===== config.mk =====
export PLATFORM = sky130hd
export DESIGN_NAME = wb_port_arbiter
export DESIGN_NICKNAME = d
export VERILOG_FILES = /design/src/rtl/wb_port_arbiter.sv
export SDC_FILE = /design/constraint.sdc
export NUM_CORES = 1
export LEC_CHECK = 0
export ABC_AREA = 0
export BUFFER_PORTS_ARGS = -buffer_cell sky130_fd_sc_hd__buf_2
export CAP_MARGIN = 20
export CELL_PAD_IN_SITES_DETAIL_PLACEMENT = 1
export CELL_PAD_IN_SITES_GLOBAL_PLACEMENT = 2
export CORE_MARGIN = 10
export CORE_UTILIZATION = 35
export DETAILED_ROUTE_END_ITERATION = 10
export PLACE_DENSITY_LB_ADDON = 0.25
export SKIP_CTS_REPAIR_TIMING = 1
export SYNTH_ARGS = -nofsm -noshare
export SYNTH_HDL_FRONTEND = slang
export SYNTH_SLANG_ARGS = --single-unit
export TNS_END_PERCENT = 30

===== constraint.sdc =====
create_clock -name clk -period 5.2 [get_ports clk]
set_input_delay 0.52 -clock clk [delete_from_list [all_inputs] [get_ports clk]]
set_output_delay 0.52 -clock clk [all_outputs]
set_load 0.02 [all_outputs]

===== src/rtl/wb_port_arbiter.sv =====
// ---------------------------------------------------------------------------
// wb_port_arbiter
//
// Purpose:
//   Shares the single register-file write port between the pipeline
//   write-back stage and the multi-cycle mult/div unit (MDU).
//   - WB always has priority.
//   - MDU results wait in a small FIFO and drain on cycles when WB is idle.
//   - A starvation timer raises stall_req so that a queued MDU result is
//     guaranteed to drain.
//
// Optional feature:
//   WB_ARB_BYPASS_EN - when defined, an MDU result that arrives while the
//   FIFO is empty and WB is not granted goes straight to rf_* (1-cycle
//   latency) and is not pushed. When undefined, every MDU result is queued.
//
// Parameters:
//   DATA_W      register data width
//   REG_AW      register address width
//   FIFO_DEPTH  MDU result queue entries (power of two, >= 2)
//   STARVE_MAX  consecutive un-granted cycles before stall_req (>= 1)
//
// Ports:
//   clk        in   clock, rising edge
//   rst_n      in   synchronous reset, active low
//   wb_we      in   WB-stage register write request
//   wb_addr    in   WB destination register
//   wb_data    in   WB write data
//   mdu_valid  in   MDU result valid
//   mdu_addr   in   MDU destination register
//   mdu_data   in   MDU result
//   mdu_ready  out  FIFO can accept (push = mdu_valid & mdu_ready)
//   rf_we      out  register-file write enable (registered)
//   rf_addr    out  register-file write address (registered)
//   rf_data    out  register-file write data (registered)
//   stall_req  out  freeze pipeline, WB holds wb_* stable (registered)
// ---------------------------------------------------------------------------
module wb_port_arbiter #(
  parameter int DATA_W     = 32,
  parameter int REG_AW     = 5,
  parameter int FIFO_DEPTH = 2,
  parameter int STARVE_MAX = 4
) (
  input  logic              clk,
  input  logic              rst_n,
  input  logic              wb_we,
  input  logic [REG_AW-1:0] wb_addr,
  input  logic [DATA_W-1:0] wb_data,
  input  logic              mdu_valid,
  input  logic [REG_AW-1:0] mdu_addr,
  input  logic [DATA_W-1:0] mdu_data,
  output logic              mdu_ready,
  output logic              rf_we,
  output logic [REG_AW-1:0] rf_addr,
  output logic [DATA_W-1:0] rf_data,
  output logic              stall_req
);

  localparam int PTR_W  = $clog2(FIFO_DEPTH);
  localparam int CNT_W  = $clog2(FIFO_DEPTH + 1);
  localparam int SCNT_W = $clog2(STARVE_MAX + 1);

  localparam logic [CNT_W-1:0]  FULL_CNT   = CNT_W'(FIFO_DEPTH);
  localparam logic [SCNT_W-1:0] STARVE_LIM = SCNT_W'(STARVE_MAX);

  typedef enum logic [1:0] {
    IDLE,
    DRAIN,
    STARVED
  } state_t;

  state_t state;

  logic [REG_AW-1:0] q_addr [FIFO_DEPTH];
  logic [DATA_W-1:0] q_data [FIFO_DEPTH];
  logic [FIFO_DEPTH-1:0] q_vld;

  logic [PTR_W-1:0]  wr_ptr;
  logic [PTR_W-1:0]  rd_ptr;
  logic [CNT_W-1:0]  count;
  logic [CNT_W-1:0]  count_next;
  logic [SCNT_W-1:0] starve_cnt;

  logic fifo_empty;
  logic wb_grant;
  logic pop;
  logic head_vld;
  logic push;
  logic bypass;
  logic starve_hit;

  assign fifo_empty = (count == '0);
  assign mdu_ready  = rst_n & (count != FULL_CNT);

  // WB wins unless the pipeline is frozen; a write to r0 is never a request.
  assign wb_grant = wb_we & ~stall_req & (wb_addr != '0);

  // The head is popped whenever WB does not take the port. A killed head
  // still pops, it just produces no register-file write.
  assign pop      = ~wb_grant & ~fifo_empty;
  assign head_vld = q_vld[rd_ptr];

`ifdef WB_ARB_BYPASS_EN
  assign bypass = mdu_valid & fifo_empty & ~wb_grant & (mdu_addr != '0);
`else
  assign bypass = 1'b0;
`endif

  // r0 results complete the handshake but are dropped here.
  assign push = mdu_valid & mdu_ready & (mdu_addr != '0) & ~bypass;

  // The starve counter never rests at the limit in DRAIN: reaching it moves
  // the FSM to STARVED, which always pops and clears the count.
  assign starve_hit = (state == DRAIN) & ~pop & (starve_cnt == STARVE_LIM - 1'b1);

  always_comb begin
    count_next = count;
    if (push && !pop) begin
      count_next = count + 1'b1;
    end else if (!push && pop) begin
      count_next = count - 1'b1;
    end
  end

  // FIFO storage. The WAW kill runs before the push write, so an entry
  // pushed in the same cycle as a matching WB grant survives.
  always_ff @(posedge clk) begin
    if (!rst_n) begin
      wr_ptr <= '0;
      rd_ptr <= '0;
      count  <= '0;
      q_vld  <= '0;
      for (int i = 0; i < FIFO_DEPTH; i++) begin
        q_addr[i] <= '0;
        q_data[i] <= '0;
      end
    end else begin
      if (wb_grant) begin
        for (int i = 0; i < FIFO_DEPTH; i++) begin
          if (q_addr[i] == wb_addr) begin
            q_vld[i] <= 1'b0;
          end
        end
      end
      if (push) begin
        q_addr[wr_ptr] <= mdu_addr;
        q_data[wr_ptr] <= mdu_data;
        q_vld[wr_ptr]  <= 1'b1;
        wr_ptr         <= wr_ptr + 1'b1;
      end
      if (pop) begin
        rd_ptr <= rd_ptr + 1'b1;
      end
      count <= count_next;
    end
  end

  // Control FSM with registered write-port and stall outputs.
  always_ff @(posedge clk) begin
    if (!rst_n) begin
      state      <= IDLE;
      starve_cnt <= '0;
      stall_req  <= 1'b0;
      rf_we      <= 1'b0;
      rf_addr    <= '0;
      rf_data    <= '0;
    end else begin
      rf_we <= 1'b0;
      if (wb_grant) begin
        rf_we   <= 1'b1;
        rf_addr <= wb_addr;
        rf_data <= wb_data;
      end else if (pop) begin
        if (head_vld) begin
          rf_we   <= 1'b1;
          rf_addr <= q_addr[rd_ptr];
          rf_data <= q_data[rd_ptr];
        end
      end else if (bypass) begin
        rf_we   <= 1'b1;
        rf_addr <= mdu_addr;
        rf_data <= mdu_data;
      end

      if (pop) begin
        starve_cnt <= '0;
      end else if (state == DRAIN && starve_cnt != STARVE_LIM) begin
        starve_cnt <= starve_cnt + 1'b1;
      end

      case (state)
        IDLE: begin
          stall_req <= 1'b0;
          if (push) begin
            state <= DRAIN;
          end
        end
        DRAIN: begin
          if (pop && count_next == '0) begin
            state     <= IDLE;
            stall_req <= 1'b0;
          end else if (starve_hit) begin
            state     <= STARVED;
            stall_req <= 1'b1;
          end
        end
        STARVED: begin
          // WB is blocked by stall_req, so the head pops this cycle.
          stall_req <= 1'b0;
          state     <= (count_next == '0) ? IDLE : DRAIN;
        end
        default: begin
          state     <= IDLE;
          stall_req <= 1'b0;
        end
      endcase
    end
  end

endmodule


==> results of run 1 <==
-- state kept, by name, summed over array words and instances, names as in the netlist, named ones only --
register and flops:
rf_data 32, q_data 64, starve_cnt 3, q_addr 10, rd_ptr 1, state 2
rf_addr 5, count 2, stall_req 1, rf_we 1, q_vld 2, wr_ptr 1
-- where the power goes --
group | internal (mW) | switching (mW)
registers | 1.17 | 0.0803
logic | 0.257 | 0.335
clock network | 0.808 | 0.437
-- cells in the mapped netlist --
library cell | n | area, µm²
o211a_1 | 1 | 10.0
or3_1 | 1 | 6.26
a21boi_2 | 1 | 11.3
o22ai_1 | 1 | 6.26
and2_1 | 77 | 482
o31ai_1 | 1 | 7.51
a2bb2oi_1 | 1 | 8.76
nor3_2 | 1 | 10.0
buf_2 | 13 | 65.1
edfxtp_1 | 74 | 2220
a21o_1 | 1 | 7.51
buf_6 | 1 | 11.3
nor2_1 | 9 | 33.8
a31oi_1 | 1 | 6.26
o41ai_1 | 1 | 8.76
xnor2_1 | 9 | 78.8
or4_4 | 1 | 11.3
nand3b_1 | 2 | 15.0
nand3_1 | 3 | 15.0
nand4_1 | 1 | 6.26
xor2_1 | 5 | 43.8
o211ai_2 | 1 | 12.5
nor3_1 | 3 | 15.0
a21oi_1 | 9 | 45.0
nor2b_1 | 4 | 25.0
o211ai_1 | 36 | 270
buf_1 | 4 | 15.0
nor3b_1 | 1 | 7.51
o21a_1 | 1 | 7.51
clkbuf_1 | 15 | 56.3
a21boi_0 | 38 | 285
dfxtp_1 | 51 | 1020
or4b_1 | 1 | 10.0
o21ai_0 | 1 | 5.00
inv_1 | 6 | 22.5
nand4b_1 | 1 | 8.76
mux2i_1 | 39 | 390
nand2b_1 | 1 | 6.26
ha_1 | 5 | 62.6
a311oi_1 | 1 | 8.76
nand2_1 | 83 | 312
-- final timing paths --
path,end,slack [ps],depth (start not counted)
max,q_data[0][24],2440,6
min,rf_data[0],360,3
max reg2reg,q_data[0][24],2440,6
min reg2reg,q_vld[0],490,2
-- metrics by stage --
stage / instance area [µm²] / setup slack (ps)
2_1_floorplan: 5650 / 652
3_3_place_gp: 6430 / 1990
3_5_place_dp: 6490 / 2040
4_1_cts: 7100 / 2410
5_1_grt: 7130 / 2190
6_report: 7130 / 2440
-- area by class of cell --
class                           count  area, µm²  area share, %
Multi-Input combinational cell    342       2270           31.9
Inverter                            6       22.5          0.316
Sequential cell                   125       3240           45.5
Tap cell                          216        270           3.79
Clock buffer                       19        443           6.21
Clock inverter                     13        171           2.40
Timing Repair Buffer              126        706           9.90
-- cell families after synthesis --
family,Yosys count,synth area share (%)
XOR/XNOR,14,2.17
adder cells (fa/ha/maj),5,1.11
flip-flops,125,57.4
AND/OR/NAND/NOR,189,17.0
AO/OA/AOI/OAI,95,12.4
buffers and inverters,39,3.01
multiplexers,39,6.91
-- critical path, stage by stage, from the launching register on --
cell and delay, ps:
dfxtp_1 450, inv_1 130, ha_1 220, nor2b_1 190, o211ai_2 330, nand2b_1 310
nand2_2 710
-- layer usage --
metal  track usage (%)  up-vias
met5                 0        -
met4              4.61        0
met3              4.58        9
met2              24.8       87
met1              16.5     1999
li1                  -     2002
==> flow_summary_export.csv, run 1 <==
group,metric,value,unit
worst_setup_path,worstPathArrival,2790,ps
sta,setup_viol,0,
power,powerDensity,433,nW/µm²
worst_setup_path,crit_fanout,37,
logic_synthesis,ys_seq_area_share,57.4,%
global_route,antenna_found_initial,0,
sta,fin_crit,2760,ps
route,wl_met3,782,µm
power,p_leak,2.79,nW
finish,area_growth_syn_to_layout,26.1,%
floorplan,die_h,147,µm
power,power,3.09,mW
hold_path,holdCritStartpoint,"wb_data[0]",
sta,tns,0,ps
floorplan,die_area,21600,µm²
logic_synthesis,synthDistinctLibCells,41,
floorplan,start_util,35.6,%
finish,nNetsFinal,701,
place,dp_cells,813,
place,place_congestion,0.757,
worst_setup_path,endpoint_kind,"flip-flop",
clock_network,cts_tree,"done",
worst_setup_path,reg2reg_from,"count[0]",
route,dr.pass1.iters,4,
sta,post-route-period-util,53.0,%
logic_synthesis,synth_area,5650,µm²
clock_network,cts.clk_slew.worst_paths,60,ps
route,top_layer_used,"met4",
sta,finClkSkew,15.9,ps
logic_synthesis,avgSynthCellArea,11.2,µm²
floorplan,row_count,46,
finish,fin_util,44.9,%
route,wl_met1,6610,µm
worst_setup_path,path_class,"flip-flop to flip-flop",
sta,grt_setup_unrepaired,"false",
place,numPortBuffers,117,
route,drcViolationCount,0,
power,peakVddDrop,250,µV
logic_synthesis,ys_ff_latch,125,
hold_path,hold_class,"input port to flip-flop",
route,ant_nets,0,
finish,final_common_cell,"buf_2",
clock_network,clk_latency,420,ps
route,wirelength,15400,µm
worst_setup_path,crit_required,5230,ps
finish,layout.cells.non_filler,847,
status,outcome,"complete, no violations",
logic_synthesis,synth-warning-count,0,
sta,timing_hold_violations_final,0,
global_route,grt_pass1_vias,4550,
global_route,grt_overflow,0,
logic_synthesis,mappedNetlistNets,589,
clock_network,cts-buffers-inserted,17,
clock_network,clock_path_buffers,2,
sta,max_freq,0.363,GHz
route,drt_iter0_drc,216,
worst_setup_path,cp-startpoint,"count[0]",
sta,slew_headroom,35.6,%
place,dpl.hpwl,10400,µm
logic_synthesis,syn-instance-count,506,
route,met2WireLength,7830,µm
finish,fillers,1772,
route,post_drt_via_cell_ratio,4.84,
floorplan,ioPinCount,118,
sta,drv_slew,0,
clock_network,htree_levels,4,
floorplan,die_w,147,µm
global_route,grt_pass1_wl,24300,µm
route,vias,4097,
clock_network,cts_sinks,125,
global_route,grt_max_degree,53,
clock_network,root_buffer,"clkbuf_16",
global_route,track_usage,14.4,%
worst_setup_path,start_kind,"flip-flop",
finish,antenna-diode-count,0,
floorplan,core,15900,µm²
finish,drive_above_1_share,26.3,%
finish,final_cell_mix,"117 x buf_2, 82 x nand2_1, 77 x and2_1",
route,route.detailed.wl_per_inst,18.1,µm
run,maxCapViolations,0,
sta,worstMarginPinSlew,962,ps
sta,whs,357,ps
(Power assumes the default switching activity.)
==> run 2, diff against run 1 <==
--- a/config.mk
+++ b/config.mk
@@ -11,7 +11,7 @@
 export CELL_PAD_IN_SITES_DETAIL_PLACEMENT = 1
 export CELL_PAD_IN_SITES_GLOBAL_PLACEMENT = 2
 export CORE_MARGIN = 10
-export CORE_UTILIZATION = 35
+export CORE_UTILIZATION = 32
 export DETAILED_ROUTE_END_ITERATION = 10
 export PLACE_DENSITY_LB_ADDON = 0.25
 export SKIP_CTS_REPAIR_TIMING = 1
==> constraint.sdc (replaced) <==
create_clock -name clk -period 2.5 [get_ports clk]
set_input_delay 0.25 -clock clk [delete_from_list [all_inputs] [get_ports clk]]
set_output_delay 0.25 -clock clk [all_outputs]
set_load 0.02 [all_outputs]
==> flow_summary_export.csv, run 2 (synthesis results as in run 1) <==
group,metric,value,unit
status,outcome,"complete, no violations",
global_route,track_usage,13.4,%
finish,final_common_cell,"buf_2",
floorplan,die_w,153,µm
power,power,6.47,mW
sta,tns,0,ps
global_route,grt_pass1_wl,25000,µm
clock_network,cts-buffers-inserted,17,
place,dpl_cell_area,6590,µm²
finish,final_cell_mix,"117 x buf_2, 82 x nand2_1, 77 x and2_1",
finish,max_flop_register,"q_data",
sta,slew_headroom,43.3,%
sta,drv_slew,0,
clock_network,cts.clk_slew.worst_paths,60,ps
worst_setup_path,cp_cell_sequence,"inv_1 > ha_1 > nor2b_1 > o211ai_2 > buf_4 > nor2_4 > and2_1",
global_route,grt_max_degree,52,
finish,reg.largest.list,"q_data: 64 flops, rf_data: 32 flops, q_addr: 10 flops",
route,post_drt_via_cell_ratio,4.85,
worst_setup_path,slowest_delay,650,ps
sta,post-route-period-util,86.3,%
hold_path,hold_path_depth,3,
clock_network,clock_path_buffers,2,
worst_setup_path,crit_fanout,38,
sta,finClkSkew,5.45,ps
sta,timing_hold_violations_final,0,
clock_network,htree_levels,4,
clock_network,clk_latency,420,ps
sta,fin_crit,2160,ps
clock_network,root_buffer,"clkbuf_16",
place,dp_cells,832,
finish,area_growth_syn_to_layout,27.7,%
place,dpl.hpwl,10700,µm
finish,fin_util,41.7,%
sta,whs,77.9,ps
finish,final_cell_area,7220,µm²
floorplan,ioPinCount,118,
finish,layout.cells.non_filler,865,
finish,drive_above_1_share,27.3,%
hold_path,hold_class,"input port to flip-flop",
worst_setup_path,endpoint_kind,"flip-flop",
run,maxCapViolations,0,
worst_setup_path,crit_required,2780,ps
place,numPortBuffers,117,
worst_setup_path,ff2ff_path_depth,7,
finish,largest_register_ffs,64,
route,wirelength,15500,µm
global_route,grt_pass1_vias,4582,
power,p_leak,2.84,nW
route,ant_nets,0,
route,drcViolationCount,0,
worst_setup_path,worstPathArrival,2440,ps
floorplan,die_h,153,µm
floorplan,start_util,32.7,%
clock_network,cts_tree,"done",
power,peakVddDrop,508,µV
floorplan,row_count,48,
route,drt_iter0_drc,162,
global_route,antenna_found_initial,0,
clock_network,cts_sinks,125,
worst_setup_path,path_class,"flip-flop to flip-flop",
route,vias,4195,
power,powerDensity,897,nW/µm²
route,dr.pass1.iters,4,
sta,worstMarginPinSlew,848,ps
sta,max_freq,0.464,GHz
floorplan,die_area,23400,µm²
worst_setup_path,start_kind,"flip-flop",
floorplan,core,17300,µm²
sta,setup_viol,0,
place,place_congestion,0.750,
worst_setup_path,crit_slowest_cell,"nor2_4",
finish,antenna-diode-count,0,
sta,grt_setup_unrepaired,"false",
finish,nNetsFinal,710,
global_route,grt_overflow,0,
route,route.detailed.wl_per_inst,17.9,µm
place,post-place-ws,215,ps
sta,fin_ws,343,ps
==> run 2: changes by cell type in the layout (fill, tap and decap cells not counted) <==
| cell | change |
|---|---|
| buf_4 | +9 |
| buf_12 | +1 |
| buf_16 | -1 |
| clkbuf_8 | +1 |
| clkinv_2 | -1 |
| clkinv_4 | +1 |
| clkinvlp_4 | -1 |
| nor2_2 | -1 |
| nor2_4 | +1 |
==> run 2: cell type report <==
class                           count  area, µm²
Fill cell                        1937      10100
Sequential cell                   125       3240
Multi-Input combinational cell    342       2280
Timing Repair Buffer              135        766
Clock buffer                       20        457
Tap cell                          225        282
Clock inverter                     12        168
Inverter                            6       22.5
==> run 2: routing by layer <==
metal | track usage, % | wire [µm] | vias up
li1 | - | - | 2030
met1 | 15.9 | 6980 | 2045
met2 | 22.4 | 7440 | 98
met3 | 4.35 | 820 | 22
met4 | 4.68 | 249 | 0
met5 | 0 | 0 | -
==> run 2: critical path: cells and delay by family, from the launching register on <==
family / cells / cell delay [ps]
flip-flops: 1 / 320
AND/OR/NAND/NOR: 3 / 1050
adder cells (fa/ha/maj): 1 / 200
buffers and inverters: 2 / 290
AO/OA/AOI/OAI: 1 / 130
==> run 2: final timing paths <==
path	start	end	slack [ps]
setup reg to reg	count[0]	q_data[1][2]	340
setup / recovery	count[0]	q_data[1][2]	340
hold / removal	wb_data[11]	rf_data[11]	80
hold reg to reg	starve_cnt[1]	starve_cnt[1]	490
==> run 2: where the power goes <==
part	internal (mW)	total [mW]	leakage, nW	switching, mW
sequential	2.44	2.59	1.19	0.153
clock	1.71	2.60	0.303	0.891
combinational	0.560	1.28	1.34	0.722
